$ cat src/rtl/fsm_key_loader.sv
// Serial obfuscation-key loader: shifts a key LSB-first, validates it on commit and
// enforces a per-reset load budget. Define FSM_KEY_LOADER_PARITY_EN to require a trailing even-parity bit.
module fsm_key_loader #(
    parameter int unsigned KEY_W     = 8,
    parameter int unsigned MAX_LOADS = 3
) (
    input  logic                             clk,
    input  logic                             rst,
    input  logic                             key_sdi,
    input  logic                             key_sen,
    input  logic                             key_commit,
    input  logic                             key_clear,
    output logic [KEY_W-1:0]                 key_out,
    output logic                             key_valid,
    output logic                             key_err,
    output logic                             locked,
    output logic [$clog2(MAX_LOADS+1)-1:0]   load_cnt
);

    localparam int unsigned LC_W     = $clog2(MAX_LOADS + 1);
`ifdef FSM_KEY_LOADER_PARITY_EN
    localparam int unsigned CNT_MAX  = KEY_W + 2;
    localparam int unsigned CNT_GOOD = KEY_W + 1;
`else
    localparam int unsigned CNT_MAX  = KEY_W + 1;
    localparam int unsigned CNT_GOOD = KEY_W;
`endif
    localparam int unsigned CNT_W    = $clog2(CNT_MAX + 1);

    typedef enum logic [1:0] {
        IDLE   = 2'd0,
        SHIFT  = 2'd1,
        LOCKED = 2'd2
    } state_t;

    state_t             state_q, state_d;
    logic [KEY_W-1:0]   shadow_q, shadow_d;
    logic [CNT_W-1:0]   bit_cnt_q, bit_cnt_d;
    logic [KEY_W-1:0]   key_out_d;
    logic               key_valid_d;
    logic               key_err_d;
    logic               locked_d;
    logic [LC_W-1:0]    load_cnt_d;
    logic [LC_W-1:0]    load_cnt_inc;
    logic               commit_ok;
`ifdef FSM_KEY_LOADER_PARITY_EN
    logic               par_q, par_d;
`endif

    // A commit is good only with exactly the expected number of shifted bits.
    always_comb begin
`ifdef FSM_KEY_LOADER_PARITY_EN
        commit_ok = (bit_cnt_q == CNT_W'(CNT_GOOD)) && ((^shadow_q ^ par_q) == 1'b0);
`else
        commit_ok = (bit_cnt_q == CNT_W'(CNT_GOOD));
`endif
    end

    assign load_cnt_inc = load_cnt + LC_W'(1);

    // Next-state and registered-output logic; priority is clear > commit > shift.
    always_comb begin
        state_d     = state_q;
        shadow_d    = shadow_q;
        bit_cnt_d   = bit_cnt_q;
        key_out_d   = key_out;
        key_valid_d = key_valid;
        key_err_d   = 1'b0;
        locked_d    = locked;
        load_cnt_d  = load_cnt;
`ifdef FSM_KEY_LOADER_PARITY_EN
        par_d       = par_q;
`endif
        unique case (state_q)
            IDLE, SHIFT: begin
                if (key_clear) begin
                    shadow_d  = '0;
                    bit_cnt_d = '0;
`ifdef FSM_KEY_LOADER_PARITY_EN
                    par_d     = 1'b0;
`endif
                    state_d   = IDLE;
                end else if (key_commit) begin
                    load_cnt_d = load_cnt_inc;
                    if (commit_ok) begin
                        key_out_d   = shadow_q;
                        key_valid_d = 1'b1;
                    end else begin
                        key_err_d   = 1'b1;
                    end
                    shadow_d  = '0;
                    bit_cnt_d = '0;
`ifdef FSM_KEY_LOADER_PARITY_EN
                    par_d     = 1'b0;
`endif
                    if (load_cnt_inc == LC_W'(MAX_LOADS)) begin
                        state_d  = LOCKED;
                        locked_d = 1'b1;
                    end else begin
                        state_d  = IDLE;
                    end
                end else if (key_sen) begin
`ifdef FSM_KEY_LOADER_PARITY_EN
                    if (bit_cnt_q < CNT_W'(KEY_W)) begin
                        shadow_d = {key_sdi, shadow_q[KEY_W-1:1]};
                    end else begin
                        par_d    = key_sdi;
                    end
`else
                    shadow_d = {key_sdi, shadow_q[KEY_W-1:1]};
`endif
                    if (bit_cnt_q != CNT_W'(CNT_MAX)) begin
                        bit_cnt_d = bit_cnt_q + CNT_W'(1);
                    end
                    state_d = SHIFT;
                end
            end
            LOCKED: begin
                state_d = LOCKED;
            end
            default: begin
                state_d = IDLE;
            end
        endcase
    end

    always_ff @(posedge clk or negedge rst) begin
        if (!rst) begin
            state_q   <= IDLE;
            shadow_q  <= '0;
            bit_cnt_q <= '0;
            key_out   <= '0;
            key_valid <= 1'b0;
            key_err   <= 1'b0;
            locked    <= 1'b0;
            load_cnt  <= '0;
`ifdef FSM_KEY_LOADER_PARITY_EN
            par_q     <= 1'b0;
`endif
        end else begin
            state_q   <= state_d;
            shadow_q  <= shadow_d;
            bit_cnt_q <= bit_cnt_d;
            key_out   <= key_out_d;
            key_valid <= key_valid_d;
            key_err   <= key_err_d;
            locked    <= locked_d;
            load_cnt  <= load_cnt_d;
`ifdef FSM_KEY_LOADER_PARITY_EN
            par_q     <= par_d;
`endif
        end
    end

endmodule

$ cat config.mk
export PLATFORM = sky130hd
export DESIGN_NAME = fsm_key_loader
export DESIGN_NICKNAME = d
export VERILOG_FILES = /design/src/rtl/fsm_key_loader.sv
export SDC_FILE = /design/constraint.sdc
export NUM_CORES = 1
export LEC_CHECK = 0
export ABC_AREA = 1
export CORE_MARGIN = 2
export CORE_UTILIZATION = 55
export CTS_BUF_LIST = sky130_fd_sc_hd__clkbuf_4 sky130_fd_sc_hd__clkbuf_8 sky130_fd_sc_hd__clkbuf_16
export DETAILED_ROUTE_END_ITERATION = 16
export PLACE_DENSITY_LB_ADDON = 0.25
export SLEW_MARGIN = 25
export SYNTH_ARGS = -nofsm -noshare
export SYNTH_HDL_FRONTEND = slang
export SYNTH_SLANG_ARGS = --single-unit
$ cat constraint.sdc
create_clock -name clk -period 2.1 [get_ports clk]
set_input_delay 0.21 -clock clk [delete_from_list [all_inputs] [get_ports clk]]
set_output_delay 0.21 -clock clk [all_outputs]
set_load 0.02 [all_outputs]
# [Yosys cells after proc, flatten, opt, wreduce, memory -nomap -nowiden]
# Cells that the tools add are included.
[word_totals] latch_bits=0 ramBits=0 out_inout_bits=13 mem_bits_ro=0 memories=0 register_bits=27 inputBits=6
[op_classes] n_bitwise=1 order_cmp=0 div_mod_pow=0 reduce_logical=9 mul=0 shift=0 n_eq_ne=6 n_mux=16 add_sub_neg=2
[op_table] cell="$mux W8" n=3
[op_table] cell="$mux W4" n=4
[op_table] cell="$mux W2" n=4
[op_table] cell="$ne A4 B4 Y1 const B" n=2
[op_table] cell="$reduce_and A4 Y1" n=2
[op_table] cell="$reduce_and A3 Y1" n=2
[op_table] cell="$reduce_bool A3 Y1" n=2
[op_table] cell="$add A4 B1 Y4 const B" n=1
[op_table] cell="$eq A2 B2 Y1 const B" n=2
[op_table] cell="$eq A4 B4 Y1 const B" n=1
[op_table] cell="$mux W1" n=4
[op_table] cell="$pmux W2 S2" n=1
[op_table] cell="$add A2 B1 Y2 const B" n=1
[op_table] cell="$eq A2 B1 Y1 const B" n=1
[op_table] cell="$logic_not A2 Y1" n=1
[op_table] cell="$reduce_and A2 Y1" n=1
[op_table] cell="$reduce_or A2 Y1" n=1
[op_table] cell="$not A1 Y1" n=1

# [Longest topological paths before layout]
[depth] ltp_word=6 depth_mapped=8 mapped_depth_nobuf=8

# [Worst setup path before layout]
# No wires, ideal clock.
[synth_timing] kind="register to register" startpoint="register bit_cnt_q[0]" endpoint="register key_out[2]" slack_ns=0.826 setup_ns=0.118 required_time_ns=1.982 period_less_slack_ns=1.274 path_stages_with_launch=8 t_arrival_ns=1.155 cell_sequence="dfrtp_1 -> inv_1 -> ha_1 -> and3_1 -> nand2_4 -> buf_6 -> nand2_2 -> o21ai_2"
[synth_via] elab_chain_cells=2
[synth_lines] element="start: declaration" line="38" rtl="logic [CNT_W-1:0] bit_cnt_q, bit_cnt_d;"
[synth_lines] element="start signal: assignment" line="143" rtl="bit_cnt_q <= bit_cnt_d;"
[synth_lines] element="$eq A4 B4 Y1" line="55" rtl="commit_ok = (bit_cnt_q == CNT_W'(CNT_GOOD));"
[synth_lines] element="$reduce_and A4 Y1 (no line)"
[synth_lines] element="end signal: assignment" line="144" rtl="key_out <= key_out_d;"
[synth_lines] element="end: declaration" line="13" rtl="output logic [KEY_W-1:0] key_out,"
# No other way between the ends.
# A chain may end at the register's enable or synchronous reset.

# [Final worst setup path]
[layout_timing] startpoint="register load_cnt[1]" endpoint="output load_cnt[1]"
[layout_lines] element="start: declaration" line="17" rtl="output logic [$clog2(MAX_LOADS+1)-1:0] load_cnt"
[layout_lines] element="start signal: assignment" line="148" rtl="load_cnt <= load_cnt_d;"
# No word-level cell between the ends.

==> summary.txt <==
Synth
  • Top-area cell type share of the netlist area: 0.5654
  • Mapped Cells: ~120
  • Count of cell types in the netlist: 22
  • Mapped cell area: between 1000 and 1500 um^2
  • Synth area leaders: dfrtp_1, nand2_1, inv_1
  • Synth Register Bits: 27
  • Seq/Total Area, Yosys: 0.5654
  • Leading area contributor after synthesis: dfrtp_1
  • Post-Syn Nets: approximately 130
  • Synth warn: 0
  • Avg Cell Area, Syn: roughly 10 um^2

Placement
  • IO Port Bufs: 18
  • GP Congestion: 0.8526
  • Placed Area: 1405 um^2
  • Post-DP HPWL: 1543 um

Timing
  • Final Cycle Share: 0.7408
  • Max Fclk: 0.6428 GHz
  • Unrepaired setup endpoints after global routing: no
  • Slew headroom: 0.7825
  • Clock skew: approximately 0.0038 ns
  • Setup violations, final: 0
  • Final Critical Period: roughly 1.6 ns
  • Fin. Hold Viols: 0
  • Pins Over Slew Limit: 0
  • Setup_tns: 0 ns
  • Slew @ Worst Pin: between 0.3 and 0.4 ns

Clocking
  • CTS buffer count: 3
  • Clk root buf: clkbuf_4
  • Worst skew pair latency: 0.33 ns
  • Setup Buffers After CTS: 0
  • Clk pin slew, worst setup/hold paths: around 0.13 ns
  • Longest Clk Path Bufs: 2
  • # hold bufs at CTS: 0
  • Post-CTS sizing: 0
  • H-tree depth: 1
  • # clock sinks: 27
  • CTS tree: built

Floorplanning
  • Die Footprint: approximately 2600 um^2
  • Core Rows: 16
  • Die W: between 50 and 60 um
  • Starting density of the core: 0.5969
  • Die Ht: slightly above 50 um
  • # IOs: 19
  • Core area: around 2000 um^2

Routing
  • Starting DRT DRC Count: 22
  • Final ANT Viol Nets: 0
  • Vias: ~870
  • Average via count per standard cell: a little over 5
  • DRT Wirelength: ~2000 um
  • DRT Pass-1 Iters: 4
  • # DRC: 0
  • Routed len/inst: 12.18 um

Critical path
  • CP top delay family: buffers and inverters
  • Setup CP Type: reg2out
  • Worst setup EP type: primary output
  • WP data arrival: 1.35 ns
  • Crit path required time: approximately 1.9 ns
  • Critical path peak fanout: 3
  • Critical path's largest stage delay: 0.61 ns
  • Crit path buf inv count: 1
  • CP Launch Type: register
  • Crit path max-delay cell type: clkdlybuf4s50_1
  • Critical Path, Cell by Cell: clkdlybuf4s50_1

Power
  • P_leak: about 0.00067 uW
  • Peak supply drop: about 0.00046 V
  • Pwr/cell area: 790.2 nW/um^2

Global route
  • Initial antenna violation count: 0
  • First-pass GRT wire length: between 3000 and 4000 um
  • Met1 usage: 0.2382
  • GR Overflow Total: 0
  • Gr busiest metal: met2
  • GRT met2 Usage: 0.3114
  • Number of global-route vias before repair: about 840
  • Largest net degree at the start of global routing: 28
  • GR Util met3: 0.03571
  • Gr usage total: 0.1905

Cells and area
  • Layout cell share with drive strength beyond 1: 0.1560
  • # diodes: 0
  • Design area: roughly 1400 um^2
  • Syn-to-layout area delta: 19.89%
  • Nets: roughly 150

Flow run
  • Max-cap viol count: 0

Outcome
  • Outcome: finished, final reports clean

Worst hold path
  • Hold Crit Class: in2async
==> routing by layer <==
layer,share of wire,vias up
li1,-,428
met1,0.44,406
met2,0.49,31
met3,0.049,7
met4,0.023,0
met5,0,-
==> per-stage QoR <==
stage	power [uW]	hold WS, ns	cells	utilization	setup slack (ns)
finish	1132	0.2323	168	0.7156	0.5444
CTS	1145	0.2345	168	0.7156	0.5317
floorplan	805.7	-0.08559	119	-	0.8265
global placement	900.7	0.4459	164	0.7019	0.5296
global route	1210	0.2373	168	0.7156	0.4855
detailed placement	919.3	0.4519	164	0.7019	0.4966
==> flip-flops by register name, summed over array words and instances (netlist names) <==
| name | cells |
|---|---|
| key_valid | 1 |
| load_cnt | 2 |
| locked | 1 |
| bit_cnt_q | 4 |
| shadow_q | 8 |
| state_q | 2 |
| key_err | 1 |
| key_out | 8 |
==> cell type report <==
type / count / area [um^2]
well taps: 27 / 33.78
clock inverters: 1 / 5.005
multi-input cells: 68 / 417.9
flip-flops and latches: 27 / 675.6
clock buffers: 3 / 22.52
repair buffers: 20 / 195.2
fillers: 155 / 569.3
inverters: 22 / 82.58
==> placed cells by master, fill, tap and decap left out, types with 2 or more instances in the layout <==
cell type / n
o21ai_2: 8
o21ai_1: 3
nand4_1: 4
dfrtp_1: 27
nand3_1: 5
o21ai_0: 4
ha_1: 4
clkbuf_4: 3
o22ai_1: 7
clkdlybuf4s50_1: 18
nor2_1: 4
inv_1: 20
nand2_1: 21
inv_2: 2
buf_4: 2
==> final timing paths <==
kind	start	to	slack, ns	cells after the start
min in group clk	key_sdi	shadow_q[7]$_DFFE_PN0P_	0.46	3
max in group asynchronous	rst	bit_cnt_q[0]$_DFFE_PN0P_	1.63	2
hold reg to reg	state_q[0]$_DFFE_PN0P_	state_q[1]$_DFFE_PN0P_	0.48	1
setup / recovery	load_cnt[1]$_DFFE_PN0P_	load_cnt[1]	0.54	1
setup reg to reg	bit_cnt_q[0]$_DFFE_PN0P_	key_out[7]$_DFFE_PN0P_	0.69	6
hold / removal	rst	load_cnt[0]$_DFFE_PN0P_	0.23	2
==> cells in the mapped netlist <==
master,instances
nor2_1,4
nand3_1,5
o22ai_1,7
inv_2,2
inv_1,20
xor2_1,1
dfrtp_1,27
buf_6,1
nand2_1,21
nor2_4,1
and3_1,1
ha_1,4
nand4_1,4
a21oi_2,1
nand2_4,1
nor3_4,1
o21ai_2,8
o21ai_1,3
o21ai_0,4
buf_4,1
nand2_2,1
or2_2,1
==> logic make-up (layout without fill, tap and decap cells) <==
group | after synthesis | in the layout | synth area share
buf+inv | 24 | 46 | 0.08482
xor+xnor | 1 | 1 | 0.007331
compound gates | 23 | 23 | 0.1319
fa+ha+maj | 4 | 4 | 0.04189
flops | 27 | 27 | 0.5654
simple gates | 40 | 40 | 0.1686
==> where the power goes <==
group          internal (uW)  switching, uW  leakage, uW
sequential               569           49.6     0.000359
combinational            121            171     0.000294
clock                   71.6            149    0.0000177
total                    762            370     0.000670
No activity file was read; power rests on OpenSTA's default activity.
